$ cat src/rtl/ram_32x4_write_sequencer.sv
// Write-port sequencer for the 32x4 dual-port RAM: manual writes, constant/incrementing fills, timed record.
// Optional input synchronizers are enabled by defining WRSEQ_INPUT_SYNC_EN.
module ram_32x4_write_sequencer #(
    parameter int unsigned ADDR_W   = 5,
    parameter int unsigned DATA_W   = 4,
    parameter int unsigned TICK_DIV = 50000000
) (
    input  logic              CLOCK_50,
    input  logic              reset,
    input  logic [1:0]        mode,
    input  logic              wr_req,
    input  logic              start,
    input  logic [DATA_W-1:0] data_in,
    output logic              ram_we,
    output logic [ADDR_W-1:0] ram_addr,
    output logic [DATA_W-1:0] ram_data,
    output logic [ADDR_W-1:0] wr_ptr,
    output logic              busy,
    output logic              done
);

    localparam int unsigned TICK_W = (TICK_DIV > 1) ? $clog2(TICK_DIV) : 1;
    localparam logic [TICK_W-1:0] TICK_LAST = TICK_W'(TICK_DIV - 1);
    localparam logic [ADDR_W-1:0] LAST_ADDR = '1;

    localparam logic [1:0] ST_IDLE   = 2'd0;
    localparam logic [1:0] ST_FILL   = 2'd1;
    localparam logic [1:0] ST_RECORD = 2'd2;

    localparam logic [1:0] MODE_MANUAL     = 2'b00;
    localparam logic [1:0] MODE_FILL_CONST = 2'b01;
    localparam logic [1:0] MODE_FILL_INC   = 2'b10;
    localparam logic [1:0] MODE_RECORD     = 2'b11;

    logic              wr_req_s;
    logic              start_s;
    logic [DATA_W-1:0] data_s;

`ifdef WRSEQ_INPUT_SYNC_EN
    logic              wr_req_s1_q, wr_req_s2_q;
    logic              start_s1_q, start_s2_q;
    logic [DATA_W-1:0] data_s1_q, data_s2_q;

    always_ff @(posedge CLOCK_50) begin
        if (reset) begin
            wr_req_s1_q <= 1'b0;
            wr_req_s2_q <= 1'b0;
            start_s1_q  <= 1'b0;
            start_s2_q  <= 1'b0;
            data_s1_q   <= '0;
            data_s2_q   <= '0;
        end else begin
            wr_req_s1_q <= wr_req;
            wr_req_s2_q <= wr_req_s1_q;
            start_s1_q  <= start;
            start_s2_q  <= start_s1_q;
            data_s1_q   <= data_in;
            data_s2_q   <= data_s1_q;
        end
    end

    assign wr_req_s = wr_req_s2_q;
    assign start_s  = start_s2_q;
    assign data_s   = data_s2_q;
`else
    assign wr_req_s = wr_req;
    assign start_s  = start;
    assign data_s   = data_in;
`endif

    logic [1:0]        state_q, state_d;
    logic [1:0]        mode_q, mode_d;
    logic [DATA_W-1:0] seed_q, seed_d;
    logic [TICK_W-1:0] tick_q, tick_d;
    logic              wr_req_dly_q, wr_req_dly_d;
    logic              start_dly_q, start_dly_d;
    logic              ram_we_q, ram_we_d;
    logic [ADDR_W-1:0] ram_addr_q, ram_addr_d;
    logic [DATA_W-1:0] ram_data_q, ram_data_d;
    logic [ADDR_W-1:0] wr_ptr_q, wr_ptr_d;
    logic              busy_q, busy_d;
    logic              done_q, done_d;

    logic              wr_req_ev;
    logic              start_ev;
    logic [DATA_W-1:0] fill_data;

    assign wr_req_ev = wr_req_s & ~wr_req_dly_q;
    assign start_ev  = start_s & ~start_dly_q;
    // wr_ptr doubles as the fill index; its low bits form the incrementing offset
    assign fill_data = (mode_q == MODE_FILL_INC) ? seed_q + DATA_W'(wr_ptr_q) : seed_q;

    always_comb begin
        state_d      = state_q;
        mode_d       = mode_q;
        seed_d       = seed_q;
        tick_d       = tick_q;
        wr_req_dly_d = wr_req_s;
        start_dly_d  = start_s;
        ram_we_d     = 1'b0;
        ram_addr_d   = ram_addr_q;
        ram_data_d   = ram_data_q;
        wr_ptr_d     = wr_ptr_q;
        busy_d       = busy_q;
        done_d       = done_q;

        case (state_q)
            ST_IDLE: begin
                if (mode == MODE_MANUAL) begin
                    if (wr_req_ev) begin
                        ram_we_d   = 1'b1;
                        ram_addr_d = wr_ptr_q;
                        ram_data_d = data_s;
                        wr_ptr_d   = wr_ptr_q + 1'b1;
                    end
                end else if (start_ev) begin
                    done_d   = 1'b0;
                    busy_d   = 1'b1;
                    wr_ptr_d = '0;
                    seed_d   = data_s;
                    mode_d   = mode;
                    tick_d   = '0;
                    state_d  = (mode == MODE_RECORD) ? ST_RECORD : ST_FILL;
                end
            end

            ST_FILL: begin
                ram_we_d   = 1'b1;
                ram_addr_d = wr_ptr_q;
                ram_data_d = fill_data;
                wr_ptr_d   = wr_ptr_q + 1'b1;
                if (wr_ptr_q == LAST_ADDR) begin
                    busy_d   = 1'b0;
                    done_d   = 1'b1;
                    wr_ptr_d = '0;
                    state_d  = ST_IDLE;
                end
            end

            ST_RECORD: begin
                if (tick_q == TICK_LAST) begin
                    tick_d     = '0;
                    ram_we_d   = 1'b1;
                    ram_addr_d = wr_ptr_q;
                    ram_data_d = data_s;
                    wr_ptr_d   = wr_ptr_q + 1'b1;
                    if (wr_ptr_q == LAST_ADDR) begin
                        busy_d  = 1'b0;
                        done_d  = 1'b1;
                        state_d = ST_IDLE;
                    end
                end else begin
                    tick_d = tick_q + 1'b1;
                end
            end

            default: begin
                state_d = ST_IDLE;
                busy_d  = 1'b0;
            end
        endcase
    end

    always_ff @(posedge CLOCK_50) begin
        if (reset) begin
            state_q      <= ST_IDLE;
            mode_q       <= MODE_MANUAL;
            seed_q       <= '0;
            tick_q       <= '0;
            wr_req_dly_q <= 1'b0;
            start_dly_q  <= 1'b0;
            ram_we_q     <= 1'b0;
            ram_addr_q   <= '0;
            ram_data_q   <= '0;
            wr_ptr_q     <= '0;
            busy_q       <= 1'b0;
            done_q       <= 1'b0;
        end else begin
            state_q      <= state_d;
            mode_q       <= mode_d;
            seed_q       <= seed_d;
            tick_q       <= tick_d;
            wr_req_dly_q <= wr_req_dly_d;
            start_dly_q  <= start_dly_d;
            ram_we_q     <= ram_we_d;
            ram_addr_q   <= ram_addr_d;
            ram_data_q   <= ram_data_d;
            wr_ptr_q     <= wr_ptr_d;
            busy_q       <= busy_d;
            done_q       <= done_d;
        end
    end

    assign ram_we   = ram_we_q;
    assign ram_addr = ram_addr_q;
    assign ram_data = ram_data_q;
    assign wr_ptr   = wr_ptr_q;
    assign busy     = busy_q;
    assign done     = done_q;

endmodule

$ cat config.mk
export PLATFORM = sky130hd
export DESIGN_NAME = ram_32x4_write_sequencer
export DESIGN_NICKNAME = d
export VERILOG_FILES = /design/src/rtl/ram_32x4_write_sequencer.sv
export SDC_FILE = /design/constraint.sdc
export NUM_CORES = 1
export LEC_CHECK = 0
export CAP_MARGIN = 15
export CORE_MARGIN = 3
export CORE_UTILIZATION = 40
export DETAILED_ROUTE_END_ITERATION = 16
export GPL_TIMING_DRIVEN = 0
export SLEW_MARGIN = 10
export SYNTH_ARGS = -nofsm -noshare
export SYNTH_HDL_FRONTEND = slang
export SYNTH_SLANG_ARGS = --single-unit
$ cat constraint.sdc
create_clock -name CLOCK_50 -period 2.1 [get_ports CLOCK_50]
set_input_delay 0.63 -clock CLOCK_50 [delete_from_list [all_inputs] [get_ports CLOCK_50]]
set_output_delay 0.63 -clock CLOCK_50 [all_outputs]
set_load 0.02 [all_outputs]
==> results of run 1 <==
==> layout by cell type (no fill, tap or decap), types with 3 or more instances in the layout <==
cell             instances
nand2_1                 22
nand4_1                  9
a31o_2                   4
nand2b_1                 3
clkbuf_8                 6
clkbuf_1                 5
nor4b_2                  3
o21a_1                   3
a21oi_1                  9
inv_1                   10
nor4_1                   3
mux2i_1                 12
buf_4                    7
ha_1                     9
dlygate4sd2_1            3
clkdlybuf4s50_1         21
nor2_1                  40
and4_1                   4
nand3_1                 13
xnor2_1                 22
dfxtp_1                 50
and3_1                   4
o21ai_0                  8
nor3_1                  17
a31oi_1                  3
nor2b_1                  5
==> kinds of logic (layout without fill, tap and decap cells) <==
| logic type | Yosys count | in the layout |
|---|---|---|
| DFF | 53 | 53 |
| muxes | 12 | 12 |
| AOI/OAI and AO/OA | 50 | 50 |
| xor gates and xnor gates | 23 | 23 |
| and+or+nand+nor | 150 | 150 |
| buffers and inverters | 26 | 63 |
| adders and majority gates | 11 | 11 |
==> routing by layer <==
layer | vias to the layer above | part of all wire (%) | wire, µm | global-route usage, %
li1 | 1232 | - | - | -
met2 | 40 | 42 | 2871 | 24.58
met3 | 10 | 2.9 | 198 | 2.092
met1 | 1171 | 53 | 3631 | 25.78
met4 | 0 | 1.6 | 112 | 5.485
met5 | - | 0 | 0 | 0
==> stage by stage <==
step | hold slack, ns | total power, mW | TNS [ns] | utilization, % | cell area, µm²
final | 0.4710 | 2.973 | 0 | 50.82 | 3472
after global routing | 0.5011 | 3.147 | 0 | 50.82 | 3472
after CTS | 0.4796 | 2.918 | 0 | 49.25 | 3364
after detailed placement | 0.4566 | 2.162 | -22.15 | 46.94 | 3207
after global placement | 0.4582 | 2.161 | -21.91 | 46.94 | 3207
after floorplan | 0.4539 | 1.853 | 0 | - | 2826
==> worst reg2reg max path: cells and delay by family, from the launching register on <==
kind / cells / cell delay (ns)
and+or+nand+nor: 3 / 0.75
adders and majority gates: 2 / 0.46
DFF: 1 / 0.37
AOI/OAI and AO/OA: 2 / 0.36
==> worst max path at each step <==
stage                from         end  slack (ns)  depth (start not counted)
2_1_floorplan   wr_ptr[0]   wr_ptr[3]        0.17                          7
3_5_place_dp      mode[1]  tick_q[22]       -0.65                          8
6_report        wr_ptr[3]   wr_ptr[3]        0.08                          1
4_1_cts        state_q[1]   wr_ptr[3]        0.02                          7
3_3_place_gp      mode[1]   tick_q[5]       -0.63                          8
5_1_grt        state_q[1]  tick_q[23]       0.001                          8
==> state kept, by name, summed over array words and instances (netlist names) <==
| register | flops |
|---|---|
| tick_q | 26 |
| ram_addr | 5 |
| wr_ptr | 5 |
| ram_data | 4 |
| seed_q | 4 |
| mode_q | 2 |
| state_q | 2 |
| busy | 1 |
| done | 1 |
| ram_we | 1 |
| start_dly_q | 1 |
| wr_req_dly_q | 1 |
==> power groups by stage <==
stage	sequential (mW)	clock [mW]	combinational, mW
final	1.16	0.730	1.08
after floorplan	1.23	0	0.627
after global routing	1.17	0.788	1.19
after detailed placement	1.18	0	0.984
after global placement	1.18	0	0.983
after CTS	1.16	0.750	1.01
==> repair_timing <==
action                                  4_1_cts  5_1_grt
gates resized for setup                      11       27
endpoints found under the setup margin       36       41
hold buffers                                  0        0
buffers inserted                              2        2
gates cloned                                  0        1
endpoints found under the hold margin         0        0
pin swaps                                     1        2
==> layout make-up <==
class / instances / area (µm²) / share of cell area [%]
buffer: 13 / 80.08 / 2.306
clock buffer: 7 / 86.33 / 2.486
clock inverter: 1 / 30.03 / 0.8649
inverter: 11 / 41.29 / 1.189
multi-input combinational: 246 / 1748 / 50.34
sequential: 53 / 1067 / 30.74
tap: 96 / 120.1 / 3.459
timing repair buffer: 31 / 299.0 / 8.613
==> out/metrics.cfg, run 1 <==
[logic_synthesis]
syn_area_per_cell_um2 = 8.697
synth_seq_cells = 53
synthSimpleGateAreaFrac_pct = 29.70
synthTopCellsByArea = dfxtp_1 38%, xnor2_1 6.8%, nor2_1 5.6%, ha_1 4.4%, mux2i_1 4.2%
synth_warnings = 0
mappedNetlistNets = 346
synth_mux_area_share_pct = 4.250
async_flop_share_pct = 0
synthCells = 325
ys_types = 57
synth_xor_area_share_pct = 7.127
synth_edf_count = 0
yosysMostFrequentCell = dfxtp_1
yosys-top-cells-count = 53 x dfxtp_1, 42 x nor2_1, 23 x nand2_1
synthesis.area_um2 = 2826
ys.flop_type = dfxtp_1
synth_top_family_by_area = simple AND/OR/NAND/NOR gates
ys_seq_area_share_pct = 37.54
synth-compound-area-share_pct = 12.22
synth_fa_ha_area_share_pct = 5.135
synth_top_area_cell = dfxtp_1
synth.top_cell.area_share_pct = 37.54

[grt]
gr-total-overflow = 0
first_global_vias = 2250
grt_max_degree = 16
grt_pass1_wl_um = 11370
grt_use_total_pct = 16.94
antenna_found_initial = 0

[detailed_routing]
drt_iter0_drc = 146
via_per_inst = 5.356
drc_errors = 0
antenna_left = 0
wl_per_cell_um = 14.88
num_vias = 2453
routed_wirelength_um = 6813
firstDrtPassIters = 4

[layout]
drive_gt1_share_pct = 15.47
antennaDiodeCount = 0
syn_to_final_growth_pct = 22.84
nets = 382
fillCellCount = 689
instances_no_fill = 458

[timing]
worst_pin_slew_ns = 0.5491
rsz0062_at_grt = false
finalCriticalPeriod_ns = 2.018
setup_viol = 0
fin_ws_ns = 0.08150
slew_viol_final = 0
max_freq_mhz = 495.4
clock_skew_ns = 0.008032
hold_violations = 0
slew_headroom_pct = 63.39
finalCritPeriodShare_pct = 96.12

[critical_path]
required_ns = 1.47
cp_data_arrival_time_ns = 1.39
critPathKind = reg -> out
reg2reg_from = wr_ptr[0]
end_kind = primary output
cpPeakStageDelay_ns = 0.64
r2r_cells = 7
slowest_stage = clkdlybuf4s50_1
worstPathMaxFanout = 6
cp-start-kind = flip-flop
crit_chain = clkdlybuf4s50_1
path_buf_inv = 1
crit_family = buffers and inverters
reg2reg_slack_ns = 0.09
rr_endpoint = wr_ptr[3]

[place]
dp_cells = 447
place_ws_ns = -0.6547
place.gp.congestion = 0.9037
hpwl_um = 4810
port_buffers = 26

[power_and_ir_drop]
clkPwrFrac_pct = 24.6
seqPwrFrac_pct = 39.0
swShare_pct = 35.06
leakagePower_nw = 1.241
powerDensity_nw_per_um2 = 856.4
p_int_mw = 1.931
power.switching_mw = 1.042
pwr-share-comb_pct = 36.5
peakVddDrop_mv = 0.3754

[clocking]
cts-root-buf = clkbuf_8
cts_buffers = 5
numClockSinks = 53
cts-htree-levels = 2
tritoncts = built
insertion_delay_ns = 0.31
cts_max_path_buffers = 2
clk_pin_slew_worst_paths_ns = 0.10

[floorplan]
core_area_um2 = 6832
dieArea_um2 = 8111
die_h_um = 90.06
dieWidth_um = 90.06
ios = 27
start_util_pct = 41.37
rows = 30

[min_path]
min_to = busy
hold_path_depth = 2
min_from = busy
min_path_type = reg -> reg

[run_status]
status = completed

[job]
drv_cap = 0

No activity file was read; power rests on OpenSTA's default activity.
==> inputs of run 2 (changes only) <==
--- a/config.mk
+++ b/config.mk
@@ -5,11 +5,13 @@
 export SDC_FILE = /design/constraint.sdc
 export NUM_CORES = 1
 export LEC_CHECK = 0
+export ABC_AREA = 0
 export CAP_MARGIN = 15
 export CORE_MARGIN = 3
 export CORE_UTILIZATION = 40
 export DETAILED_ROUTE_END_ITERATION = 16
 export GPL_TIMING_DRIVEN = 0
+export PLACE_DENSITY = 0.55
 export SLEW_MARGIN = 10
 export SYNTH_ARGS = -nofsm -noshare
 export SYNTH_HDL_FRONTEND = slang
==> out/metrics.cfg, run 2 (same netlist as run 1, synthesis figures left out) <==
[timing]
fin_ws_ns = 0.07309
max_freq_mhz = 493.4
hold_violations = 0
worst_pin_slew_ns = 0.5559
clock_skew_ns = 0.006102
slew_headroom_pct = 62.80
tns_ns = 0
slew_viol_final = 0
setup_viol = 0
rsz0062_at_grt = false
finalCriticalPeriod_ns = 2.027
finalCritPeriodShare_pct = 96.52

[layout]
drive_gt1_share_pct = 15.56
nets = 380
antennaDiodeCount = 0
layout_common_cells = 49 x dfxtp_1, 40 x nor2_1, 23 x clkdlybuf4s50_1
regMostFlops = tick_q
design_area_um2 = 3437
largest_reg_flops = 26
final_common_cell = dfxtp_1
syn_to_final_growth_pct = 21.60

[job]
drv_cap = 0

[floorplan]
dieArea_um2 = 8111
dieWidth_um = 90.06
die_h_um = 90.06
core_area_um2 = 6832
start_util_pct = 41.37
ios = 27
rows = 30

[clocking]
numClockSinks = 53
cts_buffers = 5
cts-root-buf = clkbuf_8
cts_max_path_buffers = 2
clk_pin_slew_worst_paths_ns = 0.09
tritoncts = built
insertion_delay_ns = 0.31
cts-htree-levels = 2

[place]
hpwl_um = 5041
port_buffers = 26
place.gp.congestion = 0.8010
place_area_um2 = 3207
place_ws_ns = -0.6687

[critical_path]
end_kind = primary output
path_buf_inv = 1
required_ns = 1.47
critPathKind = reg -> out
slowest_stage = clkdlybuf4s50_1
cpPeakStageDelay_ns = 0.65
crit_family = buffers and inverters
worstPathMaxFanout = 6
cp-start-kind = flip-flop
cp_data_arrival_time_ns = 1.40
crit_chain = clkdlybuf4s50_1

[detailed_routing]
drt_iter0_drc = 115
antenna_left = 0
wl_per_cell_um = 15.33
routed_wirelength_um = 6989
num_vias = 2419
drc_errors = 0
firstDrtPassIters = 4
via_per_inst = 5.305

[power_and_ir_drop]
peakVddDrop_mv = 0.3837
powerDensity_nw_per_um2 = 819.8
seqPwrFrac_pct = 41.3
p_int_mw = 1.779
pwr-share-comb_pct = 38.4
power.switching_mw = 1.039
swShare_pct = 36.86
clkPwrFrac_pct = 20.3
leakagePower_nw = 1.196

[grt]
grt_pass1_wl_um = 11590
first_global_vias = 2260
grt_use_total_pct = 17.63
antenna_found_initial = 0
gr-total-overflow = 0
grt_max_degree = 15

[run_status]
status = completed

[min_path]
min_path_type = reg -> reg

-- run 2: area by class of cell --
type | count | area (µm²)
Buffer | 13 | 83.83
Timing Repair Buffer | 29 | 281.5
Clock buffer | 8 | 80.08
Sequential cell | 53 | 1066
Fill cell | 698 | 3395
Tap cell | 96 | 120.1
Inverter | 11 | 41.29
Multi-Input combinational cell | 246 | 1764
-- run 2: metal layers --
metal / vias to the layer above / track usage [%] / wire, µm
li1: 1228 / - / -
met1: 1142 / 26.86 / 3779
met2: 41 / 24.58 / 2849
met3: 8 / 3.180 / 276
met4: 0 / 6.122 / 84
met5: - / 0 / 0
-- run 2: metrics by stage --
stage	util [%]	power (mW)	hold slack [ns]	instances
2_1_floorplan	-	1.853	0.4539	325
3_3_place_gp	46.94	2.166	0.4613	447
3_5_place_dp	46.94	2.164	0.4570	447
4_1_cts	48.64	2.755	0.4762	454
5_1_grt	50.31	2.990	0.5000	456
6_report	50.31	2.818	0.4702	456
-- run 2: path summary, 6_finish.rpt --
kind,start,endpoint,slack (ns),cells past startpoint
worst max-delay path,wr_ptr[3],wr_ptr[3],0.07,1
worst min-delay path,busy,busy,0.47,2
worst max register to register,wr_ptr[1],wr_ptr[1],0.12,7
worst min register to register,busy,busy,0.47,2
-- run 2: power by group through the flow --
stage                     combinational, mW  clock [mW]  sequential [mW]
after floorplan                       0.627           0             1.23
after global placement                0.988           0             1.18
after detailed placement              0.984           0             1.18
after CTS                              1.01       0.593             1.16
after global routing                   1.18       0.635             1.17
final                                  1.08       0.572             1.16
-- run 2: repair_timing --
item | 4_1_cts | 5_1_grt
gates resized for setup | 13 | 29
endpoints found under the setup margin | 36 | 37
pin swaps | 0 | 3
hold buffers | 0 | 0
setup buffers | 0 | 3
